$ cat src/rtl/risc_pkg.sv
// Shared opcode and phase encodings for the RISC-Y instruction sequencer.
package risc_pkg;

    typedef enum logic [2:0] {
        HLT = 3'd0,
        SKZ = 3'd1,
        ADD = 3'd2,
        AND = 3'd3,
        XOR = 3'd4,
        LDA = 3'd5,
        STO = 3'd6,
        JMP = 3'd7
    } opcode_t;

    typedef enum logic [2:0] {
        INST_ADDR  = 3'd0,
        INST_FETCH = 3'd1,
        INST_LOAD  = 3'd2,
        IDLE       = 3'd3,
        OP_ADDR    = 3'd4,
        OP_FETCH   = 3'd5,
        ALU_OP     = 3'd6,
        STORE      = 3'd7
    } phase_t;

    // Instructions that read an operand from memory and write the accumulator.
    function automatic logic is_aluop(input opcode_t op);
        return (op == ADD) || (op == AND) || (op == XOR) || (op == LDA);
    endfunction

endpackage

$ cat src/rtl/risc_controller.sv
// Eight-phase instruction sequencer: phase counter plus halt flag, with the
// control strobes decoded combinationally from the registered phase.
module risc_controller
    import risc_pkg::*;
#(
    parameter int unsigned OP_WIDTH = 3
) (
    input  logic                CLK,
    input  logic                RST,
    input  logic [OP_WIDTH-1:0] OPCODE,
    input  logic                ZERO,
    output logic                SEL,
    output logic                RD,
    output logic                LD_IR,
    output logic                LD_AC,
    output logic                WR,
    output logic                DATA_E,
    output logic                PC_ENA,
    output logic                PC_LOAD,
    output logic                HALT,
    output logic [2:0]          PHASE
);

    phase_t  r_phase;
    logic    r_halted;
    opcode_t w_op;

    logic    w_sel, w_rd, w_ld_ir, w_ld_ac, w_wr, w_data_e;
    logic    w_inc, w_ldp, w_halt;

    assign w_op = opcode_t'(OPCODE);

    // Halt is taken at the phase-4 edge, so the PC still steps past the HLT.
    always_ff @(posedge CLK) begin
        if (!RST) begin
            r_phase  <= INST_ADDR;
            r_halted <= 1'b0;
        end else if (!r_halted) begin
            if (r_phase == OP_ADDR && w_op == HLT) begin
                r_halted <= 1'b1;
            end else begin
                r_phase <= phase_t'(r_phase + 3'd1);
            end
        end
    end

    // OPCODE is only consulted from phase 4 on, keeping fetch-time X off the outputs.
    always_comb begin
        w_sel    = 1'b0;
        w_rd     = 1'b0;
        w_ld_ir  = 1'b0;
        w_ld_ac  = 1'b0;
        w_wr     = 1'b0;
        w_data_e = 1'b0;
        w_inc    = 1'b0;
        w_ldp    = 1'b0;
        w_halt   = 1'b0;
        if (!RST) begin
            w_halt = 1'b0;
        end else if (r_halted) begin
            w_halt = 1'b1;
        end else begin
            case (r_phase)
                INST_ADDR: begin
                    w_sel = 1'b1;
                end
                INST_FETCH: begin
                    w_sel = 1'b1;
                    w_rd  = 1'b1;
                end
                INST_LOAD, IDLE: begin
                    w_sel   = 1'b1;
                    w_rd    = 1'b1;
                    w_ld_ir = 1'b1;
                end
                OP_ADDR: begin
                    w_inc  = 1'b1;
                    w_halt = (w_op == HLT);
                end
                OP_FETCH: begin
                    w_rd = is_aluop(w_op);
                end
                ALU_OP: begin
                    w_rd     = is_aluop(w_op);
                    w_inc    = (w_op == SKZ) && ZERO;
                    w_ldp    = (w_op == JMP);
                    w_data_e = (w_op == STO);
                end
                STORE: begin
                    w_rd     = is_aluop(w_op);
                    w_inc    = (w_op == JMP);
                    w_ldp    = (w_op == JMP);
                    w_ld_ac  = is_aluop(w_op);
                    w_wr     = (w_op == STO);
                    w_data_e = (w_op == STO);
                end
                default: begin
                    w_sel = 1'b0;
                end
            endcase
        end
    end

    assign SEL     = w_sel;
    assign RD      = w_rd;
    assign LD_IR   = w_ld_ir;
    assign LD_AC   = w_ld_ac;
    assign WR      = w_wr;
    assign DATA_E  = w_data_e;
    assign PC_ENA  = w_inc | w_ldp;
    assign PC_LOAD = w_ldp;
    assign HALT    = w_halt;
    assign PHASE   = RST ? 3'(r_phase) : 3'b000;

endmodule

$ cat config.mk
export PLATFORM = sky130hd
export DESIGN_NAME = risc_controller
export DESIGN_NICKNAME = d
export VERILOG_FILES = /design/src/rtl/risc_pkg.sv /design/src/rtl/risc_controller.sv
export SDC_FILE = /design/constraint.sdc
export NUM_CORES = 1
export LEC_CHECK = 0
export ABC_AREA = 1
export CORE_AREA = 2 2 39 41
export DETAILED_ROUTE_END_ITERATION = 16
export DIE_AREA = 0 0 41 43
export PLACE_DENSITY_LB_ADDON = 0.3
export SLEW_MARGIN = 5
export SYNTH_ARGS = -nofsm -noshare
export SYNTH_HDL_FRONTEND = slang
export SYNTH_SLANG_ARGS = --single-unit
$ cat constraint.sdc
create_clock -name CLK -period 4.3 [get_ports CLK]
set_input_delay 1.29 -clock CLK [delete_from_list [all_inputs] [get_ports CLK]]
set_output_delay 1.29 -clock CLK [all_outputs]
set_load 0.01 [all_outputs]
==> flow_summary.html <==
<table>
<tr><th>Metric</th><th>Value</th></tr>
<tr><th colspan="2">Routing</th></tr>
<tr><td>Per-cell via count in the routed design</td><td>4.55</td></tr>
<tr><td>Remaining number of nets flagged by the antenna check after routing</td><td>0</td></tr>
<tr><td>Routed Wire Length</td><td>938 um</td></tr>
<tr><td>DRC marker count from the first detailed-route iteration</td><td>1</td></tr>
<tr><td>1st-pass router iterations</td><td>2</td></tr>
<tr><td>Routed length per instance</td><td>9.67 um</td></tr>
<tr><td>Detailed-route DRC error count</td><td>0</td></tr>
<tr><td>Via count</td><td>441</td></tr>
<tr><th colspan="2">Finish</th></tr>
<tr><td>Number of antenna repair diodes</td><td>0</td></tr>
<tr><td>Share of cells above drive strength 1</td><td>24.7%</td></tr>
<tr><td>Final Util</td><td>46.9%</td></tr>
<tr><td>Layout-stage area growth over the synthesis result</td><td>45.0%</td></tr>
<tr><td>Filler instances</td><td>157</td></tr>
<tr><td>Nets@finish</td><td>94</td></tr>
<tr><th colspan="2">GRT</th></tr>
<tr><td>Maximum number of pins on one net before global-route repair</td><td>11</td></tr>
<tr><td>First-pass GRT wire length</td><td>1.55 mm</td></tr>
<tr><td>Remaining global-route overflow</td><td>0</td></tr>
<tr><td>Aggregate global-route resource usage</td><td>13.1%</td></tr>
<tr><td>Antenna violations before repair</td><td>0</td></tr>
<tr><td>Via count of the first global-routing pass</td><td>394</td></tr>
<tr><th colspan="2">Setup path</th></tr>
<tr><td>Cell chain of the critical path</td><td>clkdlybuf4s50_1 -&gt; nand2_2 -&gt; inv_2 -&gt; nand3_2 -&gt; nor2_2 -&gt; nor2_1 -&gt; o21ai_2 -&gt; clkdlybuf4s50_1</td></tr>
<tr><td>Critical path peak fanout</td><td>6</td></tr>
<tr><td>Nature of the critical path startpoint</td><td>primary input</td></tr>
<tr><td>Worst endpoint data arrival time</td><td>2870 ps</td></tr>
<tr><td>Critical path buffer and inverter count</td><td>3</td></tr>
<tr><td>Crit path top cell by count</td><td>clkdlybuf4s50_1</td></tr>
<tr><td>Worst endpoint required time</td><td>3010 ps</td></tr>
<tr><td>Cell at the slowest stage of the critical path</td><td>clkdlybuf4s50_1</td></tr>
<tr><td>Kind of end point of the critical path</td><td>output port</td></tr>
<tr><td>Capturing point of the worst reg2reg path</td><td>r_phase[0]</td></tr>
<tr><td>R2R Path Start</td><td>r_phase[1]</td></tr>
<tr><td>Flop-to-flop setup slack</td><td>2950 ps</td></tr>
<tr><td>Cell family with the largest share of critical-path delay</td><td>buffers and inverters</td></tr>
<tr><td>Cell count of the worst reg-to-reg path</td><td>8</td></tr>
<tr><td>Delay of the slowest critical-path stage</td><td>590 ps</td></tr>
<tr><td>Critical setup path kind</td><td>primary input to output port</td></tr>
<tr><th colspan="2">Power</th></tr>
<tr><td>Worst supply voltage drop on vdd</td><td>145 uV</td></tr>
<tr><td>Leakage power of the design</td><td>0.294 nW</td></tr>
<tr><td>Power density normalized to cell area</td><td>206 nW/um^2</td></tr>
<tr><th colspan="2">Timing</th></tr>
<tr><td>Count of endpoints failing setup in the final report</td><td>0</td></tr>
<tr><td>Transition time at the pin with the least slew margin</td><td>394 ps</td></tr>
<tr><td>Post-route fraction of the period consumed by the critical path</td><td>96.7%</td></tr>
<tr><td>Worst Hold Margin</td><td>555 ps</td></tr>
<tr><td>Fmax</td><td>0.241 GHz</td></tr>
<tr><td>Final Critical Period</td><td>4160 ps</td></tr>
<tr><td>Tightest slew margin relative to the limit</td><td>73.7%</td></tr>
<tr><td>RSZ-0062 raised after global routing</td><td>false</td></tr>
<tr><td>Number of max-slew violations in the final report</td><td>0</td></tr>
<tr><td>Final hold vios</td><td>0</td></tr>
<tr><td>Final critical-path setup slack</td><td>142 ps</td></tr>
<tr><td>Setup_tns</td><td>0 ps</td></tr>
<tr><td>Clock skew after layout</td><td>5.97 ps</td></tr>
<tr><th colspan="2">Hold path</th></tr>
<tr><td>Worst hold path depth</td><td>2</td></tr>
<tr><td>Worst min-delay path category</td><td>register to register</td></tr>
<tr><td>Hold Crit Endpoint</td><td>r_halted</td></tr>
<tr><td>Hold_sp</td><td>r_halted</td></tr>
<tr><th colspan="2">Place</th></tr>
<tr><td>Count of input and output buffers</td><td>17</td></tr>
<tr><td>Gp weighted congestion</td><td>0.702</td></tr>
<tr><td>Post-DP HPWL</td><td>760 um</td></tr>
<tr><td>Worst-case setup slack after placement</td><td>133 ps</td></tr>
<tr><th colspan="2">Yosys</th></tr>
<tr><td>Net count after synthesis</td><td>73</td></tr>
<tr><td>Library cells used by synthesis</td><td>23</td></tr>
<tr><td>Number of warnings printed during yosys synthesis</td><td>0</td></tr>
<tr><td>Fraction of the yosys area taken by sequential cells</td><td>17.9%</td></tr>
<tr><td>Summed instance area of the synthesized netlist</td><td>448 sq um</td></tr>
<tr><td>Synthesized area per cell</td><td>7.22 sq um</td></tr>
<tr><td>Share of Yosys cell area claimed by the top area cell type</td><td>17.9%</td></tr>
<tr><td>Biggest area consumer among synthesized cells</td><td>dfxtp_1</td></tr>
<tr><td>Synth Register Bits</td><td>4</td></tr>
<tr><td>Post-synthesis cell count</td><td>62</td></tr>
<tr><td>Synth top area cells</td><td>dfxtp_1 (18%), ha_1 (14%), nand2_1 (8.4%), nand2_4 (7.5%), nand4_1 (5.6%)</td></tr>
<tr><th colspan="2">Clock network</th></tr>
<tr><td>Number of hold-repair buffers added at the cts stage</td><td>0</td></tr>
<tr><td>H-tree depth reported by CTS</td><td>1</td></tr>
<tr><td>Sink count of the clock tree</td><td>4</td></tr>
<tr><td>CTS tree</td><td>done</td></tr>
<tr><td>TritonCTS Buffers</td><td>3</td></tr>
<tr><td>Clock Tree Root</td><td>clkbuf_4</td></tr>
<tr><td>Insertion delay to the later sink of the worst-skew pair</td><td>230 ps</td></tr>
<tr><td>CTS-repair resized insts</td><td>0</td></tr>
<tr><td>Number of buffers on the longest clock path</td><td>2</td></tr>
<tr><td>Number of buffers inserted to repair setup after CTS</td><td>0</td></tr>
<tr><td>Post-CTS clock slew at the launch and capture registers of the worst setup and hold paths</td><td>30 ps</td></tr>
<tr><th colspan="2">Die</th></tr>
<tr><td>Num rows</td><td>14</td></tr>
<tr><td>Die width</td><td>41 um</td></tr>
<tr><td>Core footprint</td><td>1380 sq um</td></tr>
<tr><td>DIE AREA</td><td>1760 sq um</td></tr>
<tr><td>Initial standard-cell utilization of the core</td><td>32.4%</td></tr>
<tr><td>Floorplan die height</td><td>43 um</td></tr>
<tr><td>Number of top-level design ports</td><td>18</td></tr>
<tr><th colspan="2">Flow run</th></tr>
<tr><td>Count of maximum capacitance violations</td><td>0</td></tr>
<tr><th colspan="2">Status</th></tr>
<tr><td>Result of the run</td><td>finished, final reports clean</td></tr>
</table>
==> where the power goes <==
group	internal, W	switching [W]	leakage, nW
registers	0.0000402	0.00000595	0.0329
logic	0.0000217	0.0000205	0.248
clock network	0.0000311	0.0000142	0.0138
total	0.0000931	0.0000407	0.294
==> registers in the layout, indices dropped and copies added (netlist names) <==
register and cells:
r_phase 3, r_halted 1
==> per-stage QoR <==
step	cells	power, W	cell area, sq um
final	97	0.000134	649
after global routing	97	0.000144	649
after floorplan	62	0.0000712	448
after global placement	94	0.0000890	627
after detailed placement	94	0.0000894	627
after CTS	97	0.000138	649
==> synth_stat cells (all sizes together) <==
master / number
nor4: 1
buf: 2
a21oi: 1
nand4: 4
nand3: 4
a21boi: 2
dfxtp: 4
o21bai: 1
o21ai: 1
nor3: 2
inv: 8
ha: 5
nor2: 10
or2: 1
nand2: 16
==> worst register-to-register path: stages, from the launching register on <==
cell     delay (ps)
dfxtp_1         480
inv_1           130
ha_1            230
nand2_4          90
nor2_4           40
nand2_4          90
nand2_4          70
nor2_2           90
nor2_2           40
==> per-layer routing <==
layer	vias to the layer above	GRT usage, %	share of wire [%]
met5	-	0	0
met4	0	12.0	0
met3	0	1.57	3.8
met2	7	18.8	47
met1	193	15.8	49
li1	241	-	-
==> how the worst max path moves through the flow <==
| stage | from | endpoint | slack, ps | cells after the start |
|---|---|---|---|---|
| finish | RST | PC_ENA | 140 | 8 |
| global route | RST | PC_ENA | 30 | 8 |
| CTS | RST | PC_ENA | 130 | 8 |
| detailed placement | RST | PC_ENA | 130 | 8 |
| global placement | RST | PC_ENA | 130 | 8 |
| floorplan | OPCODE[2] | HALT | 1140 | 3 |
==> layout by cell type (no fill, tap or decap), drive strengths merged <==
cell type and count:
nor3 2, a21boi 2, or2 1, o21ai 1, clkbuf 3, nand2 16
nand3 4, clkdlybuf4s50 17, ha 5, o21bai 1, a21oi 1, nor4 1
buf 1, nand4 4, nor2 10, dfxtp 4, inv 8
==> layout make-up <==
cell class | count | area, sq um | share of cell area, %
inverter | 8 | 32.5 | 5.01
sequential | 4 | 80.1 | 12.3
tap | 16 | 20.0 | 3.08
multi-input combinational | 48 | 317 | 48.7
clock buffer | 3 | 22.5 | 3.47
timing repair buffer | 18 | 178 | 27.4
==> cells by family (layout without fill, tap and decap cells) <==
kind of cell | Yosys count | count (layout) | synth area share, %
buffers and inverters | 10 | 29 | 11.5
adder cells (fa/ha/maj) | 5 | 5 | 14.0
flip-flops | 4 | 4 | 17.9
AO/OA/AOI/OAI | 5 | 5 | 8.10
AND/OR/NAND/NOR | 38 | 38 | 48.6
No activity file was read; power rests on OpenSTA's default activity.
